## config.mk

```make
export PLATFORM = sky130hd
export DESIGN_NAME = sample_feeder_flat
export DESIGN_NICKNAME = d
export VERILOG_FILES = /design/src/rtl/sample_feeder_if.sv /design/src/rtl/sample_feeder.sv /design/src/flat_wrapper.sv
export SDC_FILE = /design/constraint.sdc
export NUM_CORES = 1
export LEC_CHECK = 0
export CORE_UTILIZATION = 35
export DETAILED_ROUTE_END_ITERATION = 12
export PLACE_DENSITY_LB_ADDON = 0.08
export SLEW_MARGIN = 20
export SYNTH_ARGS = -nofsm -noshare
export SYNTH_HDL_FRONTEND = slang
export SYNTH_SLANG_ARGS = --single-unit
export TNS_END_PERCENT = 20
```

## constraint.sdc

```tcl
create_clock -name clk -period 3.05 [get_ports clk]
set_clock_uncertainty 0.15 [all_clocks]
set_input_delay 0.305 -clock clk [delete_from_list [all_inputs] [get_ports clk]]
set_output_delay 0.305 -clock clk [all_outputs]
set_load 0.02 [all_outputs]
```

## src/rtl/sample_feeder_if.sv

```systemverilog
// Sample-feed link: sample RAM read port plus the slow waveforms presented to the channel top.
interface sample_feeder_if #(
  parameter int unsigned INPUT_WIDTH = 3,
  parameter int unsigned LEN_WIDTH   = 16
);
  logic                   rd_en;
  logic [LEN_WIDTH-1:0]   rd_addr;
  logic [INPUT_WIDTH-1:0] rd_data;
  logic                   clk_sample;
  logic                   sample_valid;
  logic                   feed_reset;
  logic                   feed_complete;
  logic [INPUT_WIDTH-1:0] data;

  modport master (
    output rd_en, rd_addr, clk_sample, sample_valid, feed_reset, feed_complete, data,
    input  rd_data
  );

  modport slave (
    input  rd_en, rd_addr, clk_sample, sample_valid, feed_reset, feed_complete, data,
    output rd_data
  );
endinterface

```

## src/rtl/sample_feeder.sv

```systemverilog
// Replays a block of recorded IF samples from a synchronous RAM as slow, glitch-free
// clk_sample/data waveforms that a double-flop synchronizing receiver can consume.
module sample_feeder #(
  parameter int unsigned INPUT_WIDTH = 3,
  parameter int unsigned LEN_WIDTH   = 16,
  parameter int unsigned DIV         = 4,
  parameter int unsigned CTRL_CYCLES = 4
) (
  input  logic                 clk,
  input  logic                 reset,
  input  logic                 start,
  input  logic [LEN_WIDTH-1:0] num_samples,
  output logic                 busy,
  output logic                 done,
  sample_feeder_if.master      feed
);

  localparam int unsigned TMR_MAX = (DIV > CTRL_CYCLES) ? DIV : CTRL_CYCLES;
  localparam int unsigned TMR_W   = $clog2(TMR_MAX);
  localparam int unsigned CNT_W   = LEN_WIDTH + 1;
  localparam logic [TMR_W-1:0] DIV_LAST  = TMR_W'(DIV - 1);
  localparam logic [TMR_W-1:0] DIV_PRE   = TMR_W'(DIV - 2);
  localparam logic [TMR_W-1:0] CTRL_LAST = TMR_W'(CTRL_CYCLES - 1);

  typedef enum logic [2:0] {
    S_IDLE, S_RST, S_LOAD, S_LOW, S_HIGH, S_TAIL, S_CMPL
  } state_t;

  state_t                 state;
  logic [TMR_W-1:0]       tmr;
  logic [LEN_WIDTH-1:0]   cnt;
  logic [LEN_WIDTH-1:0]   idx;
  logic                   rd_en;
  logic [LEN_WIDTH-1:0]   rd_addr;
  logic                   clk_sample;
  logic                   sample_valid;
  logic                   feed_reset;
  logic                   feed_complete;
  logic [INPUT_WIDTH-1:0] data;
  logic                   more_c;

  // Compared one bit wider so idx+1 cannot wrap when cnt is all ones.
  assign more_c = (CNT_W'(idx) + CNT_W'(1)) < CNT_W'(cnt);

  always_ff @(posedge clk) begin
    if (reset) begin
      state         <= S_IDLE;
      tmr           <= '0;
      cnt           <= '0;
      idx           <= '0;
      busy          <= 1'b0;
      done          <= 1'b0;
      rd_en         <= 1'b0;
      rd_addr       <= '0;
      clk_sample    <= 1'b0;
      sample_valid  <= 1'b0;
      feed_reset    <= 1'b0;
      feed_complete <= 1'b0;
      data          <= '0;
    end else begin
      done  <= 1'b0;
      rd_en <= 1'b0;
      case (state)
        S_IDLE: begin
          if (start) begin
            cnt        <= num_samples;
            idx        <= '0;
            tmr        <= '0;
            busy       <= 1'b1;
            feed_reset <= 1'b1;
            state      <= S_RST;
          end
        end
        S_RST: begin
          if (tmr == CTRL_LAST) begin
            tmr        <= '0;
            feed_reset <= 1'b0;
            if (cnt == '0) begin
              feed_complete <= 1'b1;
              state         <= S_CMPL;
            end else begin
              rd_en   <= 1'b1;
              rd_addr <= idx;
              state   <= S_LOAD;
            end
          end else begin
            tmr <= tmr + TMR_W'(1);
          end
        end
        S_LOAD: begin
          tmr          <= '0;
          sample_valid <= 1'b1;
          state        <= S_LOW;
        end
        S_LOW: begin
          // RAM data lands during the first LOW cycle, one cycle after the falling edge.
          if (tmr == '0) data <= feed.rd_data;
          if (tmr == DIV_LAST) begin
            tmr        <= '0;
            clk_sample <= 1'b1;
            state      <= S_HIGH;
          end else begin
            tmr <= tmr + TMR_W'(1);
          end
        end
        S_HIGH: begin
          // The next read is issued so it is visible in the last HIGH cycle; that same
          // registered strobe then decides between another sample and the tail.
          if (tmr == DIV_LAST) begin
            tmr        <= '0;
            clk_sample <= 1'b0;
            if (rd_en) begin
              state <= S_LOW;
            end else begin
              sample_valid <= 1'b0;
              state        <= S_TAIL;
            end
          end else begin
            tmr <= tmr + TMR_W'(1);
            if (tmr == DIV_PRE && more_c) begin
              rd_en   <= 1'b1;
              rd_addr <= idx + LEN_WIDTH'(1);
              idx     <= idx + LEN_WIDTH'(1);
            end
          end
        end
        S_TAIL: begin
          if (tmr == DIV_LAST) begin
            tmr           <= '0;
            feed_complete <= 1'b1;
            state         <= S_CMPL;
          end else begin
            tmr <= tmr + TMR_W'(1);
          end
        end
        S_CMPL: begin
          if (tmr == CTRL_LAST) begin
            tmr           <= '0;
            feed_complete <= 1'b0;
            busy          <= 1'b0;
            done          <= 1'b1;
            state         <= S_IDLE;
          end else begin
            tmr <= tmr + TMR_W'(1);
          end
        end
        default: state <= S_IDLE;
      endcase
    end
  end

  assign feed.rd_en         = rd_en;
  assign feed.rd_addr       = rd_addr;
  assign feed.clk_sample    = clk_sample;
  assign feed.sample_valid  = sample_valid;
  assign feed.feed_reset    = feed_reset;
  assign feed.feed_complete = feed_complete;
  assign feed.data          = data;

endmodule

```

## src/flat_wrapper.sv

```systemverilog
// flat-port wrapper written by rule: the top's interface ports become plain ports
module sample_feeder_flat 
#(
  parameter int unsigned INPUT_WIDTH = 3,
  parameter int unsigned LEN_WIDTH   = 16,
  parameter int unsigned DIV         = 4,
  parameter int unsigned CTRL_CYCLES = 4
)
  (clk, reset, start, num_samples, busy, done, feed_rd_en, feed_rd_addr, feed_clk_sample, feed_sample_valid, feed_feed_reset, feed_feed_complete, feed_data, feed_rd_data);
  sample_feeder_if #(.INPUT_WIDTH(INPUT_WIDTH), .LEN_WIDTH(LEN_WIDTH)) feed_i ();
  input  logic clk;
  input  logic reset;
  input  logic start;
  input  logic [LEN_WIDTH-1:0] num_samples;
  output logic busy;
  output logic done;
  output wire logic [$bits(feed_i.rd_en)-1:0] feed_rd_en;
  output wire logic [$bits(feed_i.rd_addr)-1:0] feed_rd_addr;
  output wire logic [$bits(feed_i.clk_sample)-1:0] feed_clk_sample;
  output wire logic [$bits(feed_i.sample_valid)-1:0] feed_sample_valid;
  output wire logic [$bits(feed_i.feed_reset)-1:0] feed_feed_reset;
  output wire logic [$bits(feed_i.feed_complete)-1:0] feed_feed_complete;
  output wire logic [$bits(feed_i.data)-1:0] feed_data;
  input wire logic [$bits(feed_i.rd_data)-1:0] feed_rd_data;
  assign feed_rd_en = feed_i.rd_en;
  assign feed_rd_addr = feed_i.rd_addr;
  assign feed_clk_sample = feed_i.clk_sample;
  assign feed_sample_valid = feed_i.sample_valid;
  assign feed_feed_reset = feed_i.feed_reset;
  assign feed_feed_complete = feed_i.feed_complete;
  assign feed_data = feed_i.data;
  assign feed_i.rd_data = feed_rd_data;
  sample_feeder #(.INPUT_WIDTH(INPUT_WIDTH), .LEN_WIDTH(LEN_WIDTH), .DIV(DIV), .CTRL_CYCLES(CTRL_CYCLES)) u_core (.clk(clk), .reset(reset), .start(start), .num_samples(num_samples), .busy(busy), .done(done), .feed(feed_i));
endmodule
```

==> qor.yml, run 1 <==
min_period_ps: 3090
final_cell_mix: "buf_4 (65), dfxtp_1 (61), nand2_1 (55)"
outcome: "finished with violations"
placed_cell_area_sq_um: 4520
grt_pass1_wl_microns: 16400
finalInstanceArea_sq_um: 5070
min_path_type: "reg -> reg"
synthArstFlopShare: 0
ant_nets: 0
clock-root-buffer: "clkbuf_8"
fin_ws_ps: -42.8
cp_max_fo: 7
first_pass_iters: 5
core_sq_um: 9860
rsz0062_at_grt: "yes"
cts_htree_levels: 3
critPathKind: "reg -> reg"
num_rows: 36
layout_commonest_cell: "buf_4"
avgViaCountPerCell: 5.04
drive_gt1_frac: 0.264
antennaDiodeCount: 0
syn_area_sq_um: 3610
p_leak_nw: 2.02
final_util: 0.514
synth_cells: 427
tritoncts: "yes"
via_count: 3341
die-area_sq_um: 10700
initial_utilization: 0.366
final.period_utilization: 1.01
syn_area_per_cell_sq_um: 8.45
yosysSeqAreaShare: 0.349
power_mw: 1.99
startpoint_type: "flip-flop"
dp_hpwl_microns: 6640
relSlewSlack: 0.530
synth-main-ff-cell: "dfxtp_1"
path_clk_slew_ps: 80
place_congestion: 0.801
peakVddDrop_uv: 229
ioPinCount: 48
drc: 0
cts_inserted_buffers: 9
grt_max_degree: 52
num-fill-cells: 954
violations: "setup timing"
grt_pass1_vias: 3185
whs_ps: 319
yosys.cell_types.count: 54
wirelength_microns: 9830
ys_ff_latch: 63
worstPathArrival_ps: 3160
synth_fp_nets: 469
clock_sinks: 63
first_iter_violations: 95
clkLatencyLatePin_ps: 340
tightest_slew_ps: 704
hold_viol: 0
antenna_found_initial: 0
area_growth_pct: 40.5
clock_path_buffers: 2
yosys.area.top_type_share: 0.349
port_buffers: 47
required_ps: 3120
maxCapViolations: 0
power_density_nw_per_um2: 392
synth_warnings: 0
grt.overflow.total: 0
critPathCaptureType: "flip-flop"
setup_viol: 10
ys_top_cells_by_area: "dfxtp_1 (35%), ha_1 (6.9%), nand2_1 (5.7%)"
clock.fmax_mhz: 323
synth_edf_count: 0
yosysTopAreaCell: "dfxtp_1"
nets: 567
die_w_microns: 104
wl_per_cell_microns: 14.8
die_y_microns: 104
grt_usage: 0.190
final_max_slew_viol_count: 0
cell families after synthesis:
kind of cell / count (synthesis) / synth area share
multiplexers: 5 / 0.0139
AND/OR/NAND/NOR: 159 / 0.221
adder cells (fa/ha/maj): 20 / 0.0693
flip-flops: 63 / 0.349
AO/OA/AOI/OAI: 99 / 0.214
XOR/XNOR: 26 / 0.0631
buffers and inverters: 55 / 0.0690
per-stage QoR:
stage          setup TNS [ps]  worst slack [ps]  std cells
2_1_floorplan               0              3.74        427
3_3_place_gp            -2470              -122        628
3_5_place_dp            -4040              -186        628
4_1_cts                 -1010             -73.5        660
5_1_grt                 -3570              -201        663
6_report                 -263             -42.8        663
worst paths after layout:
check | startpoint | to | slack [ps] | depth (start not counted)
worst max-delay path | u_core.idx[0] | u_core.idx[12] | -40 | 12
worst min register to register | u_core.busy | u_core.busy | 320 | 1
worst min-delay path | u_core.busy | u_core.busy | 320 | 1
worst max register to register | u_core.idx[0] | u_core.idx[12] | -40 | 12
registers in the layout (all words and copies together) (netlist names), 2 cells and up:
signal,cells
u_core.idx,16
u_core.tmr,2
u_core.feed.rd_addr,16
u_core.state,3
u_core.cnt,16
u_core.feed.data,3
area by class of cell:
class,count,area (sq um),share of cell area
Multi-Input combinational cell,310,2270,0.448
Sequential cell,63,1260,0.249
Timing Repair Buffer,118,1040,0.205
Tap cell,133,166,0.0328
Clock buffer,13,149,0.0294
Inverter,23,91.3,0.0180
Clock inverter,3,90.1,0.0178
synthesized netlist by cell type (3+ instances only):
cell	instances
dfxtp_1	63
a211oi_2	10
a31oi_1	5
and3_1	8
clkbuf_1	24
buf_6	4
a21o_1	3
nand2_1	55
nand3_1	12
nor2b_1	3
a41o_1	7
nor2_1	24
a211oi_1	6
nor3_1	21
inv_1	22
nand2b_1	3
xor2_1	10
o21ai_0	10
nor4_1	7
ha_1	20
and4_1	9
mux2i_1	5
a21oi_1	32
xnor2_1	16
nand4_1	5
report_power, final:
group          total [mW]  switching (mW)  internal, mW
logic               0.220           0.126        0.0938
clock network       0.907           0.339         0.568
registers           0.861          0.0166         0.845
routing by layer:
layer | wire (microns) | part of all wire | GRT usage | vias to the layer above
met5 | 0 | 0 | 0 | -
met4 | 85 | 0.0087 | 0.0580 | 0
met3 | 279 | 0.028 | 0.0258 | 9
met2 | 4230 | 0.43 | 0.283 | 62
met1 | 5230 | 0.53 | 0.280 | 1546
li1 | - | - | - | 1724
timing repair:
action                                  in CTS  in global routing
gates cloned                                 1                  0
hold buffers                                 0                  0
endpoints found under the setup margin      31                 33
pin swaps                                   29                 24
endpoints found under the hold margin        0                  0
resized for setup                           25                 12
buffers inserted                            15                  3
worst max-delay path, stage by stage, from the launching register on:
cell,delay [ps]
dfxtp_2,350
ha_4,150
and3_4,190
and3_4,200
and3_4,200
xor2_1,140
ha_1,270
a21o_1,190
a221oi_4,380
o211ai_4,180
buf_6,170
o211ai_1,280
o31ai_4,110
Note: power is estimated with default switching activity, not from simulation.
==> inputs of run 2 (changes only) <==
Settings changed: CTS_CLUSTER_DIAMETER set to 200.
==> results of run 2 <==
Final layout, timing and power as in run 1 (identical DEF).
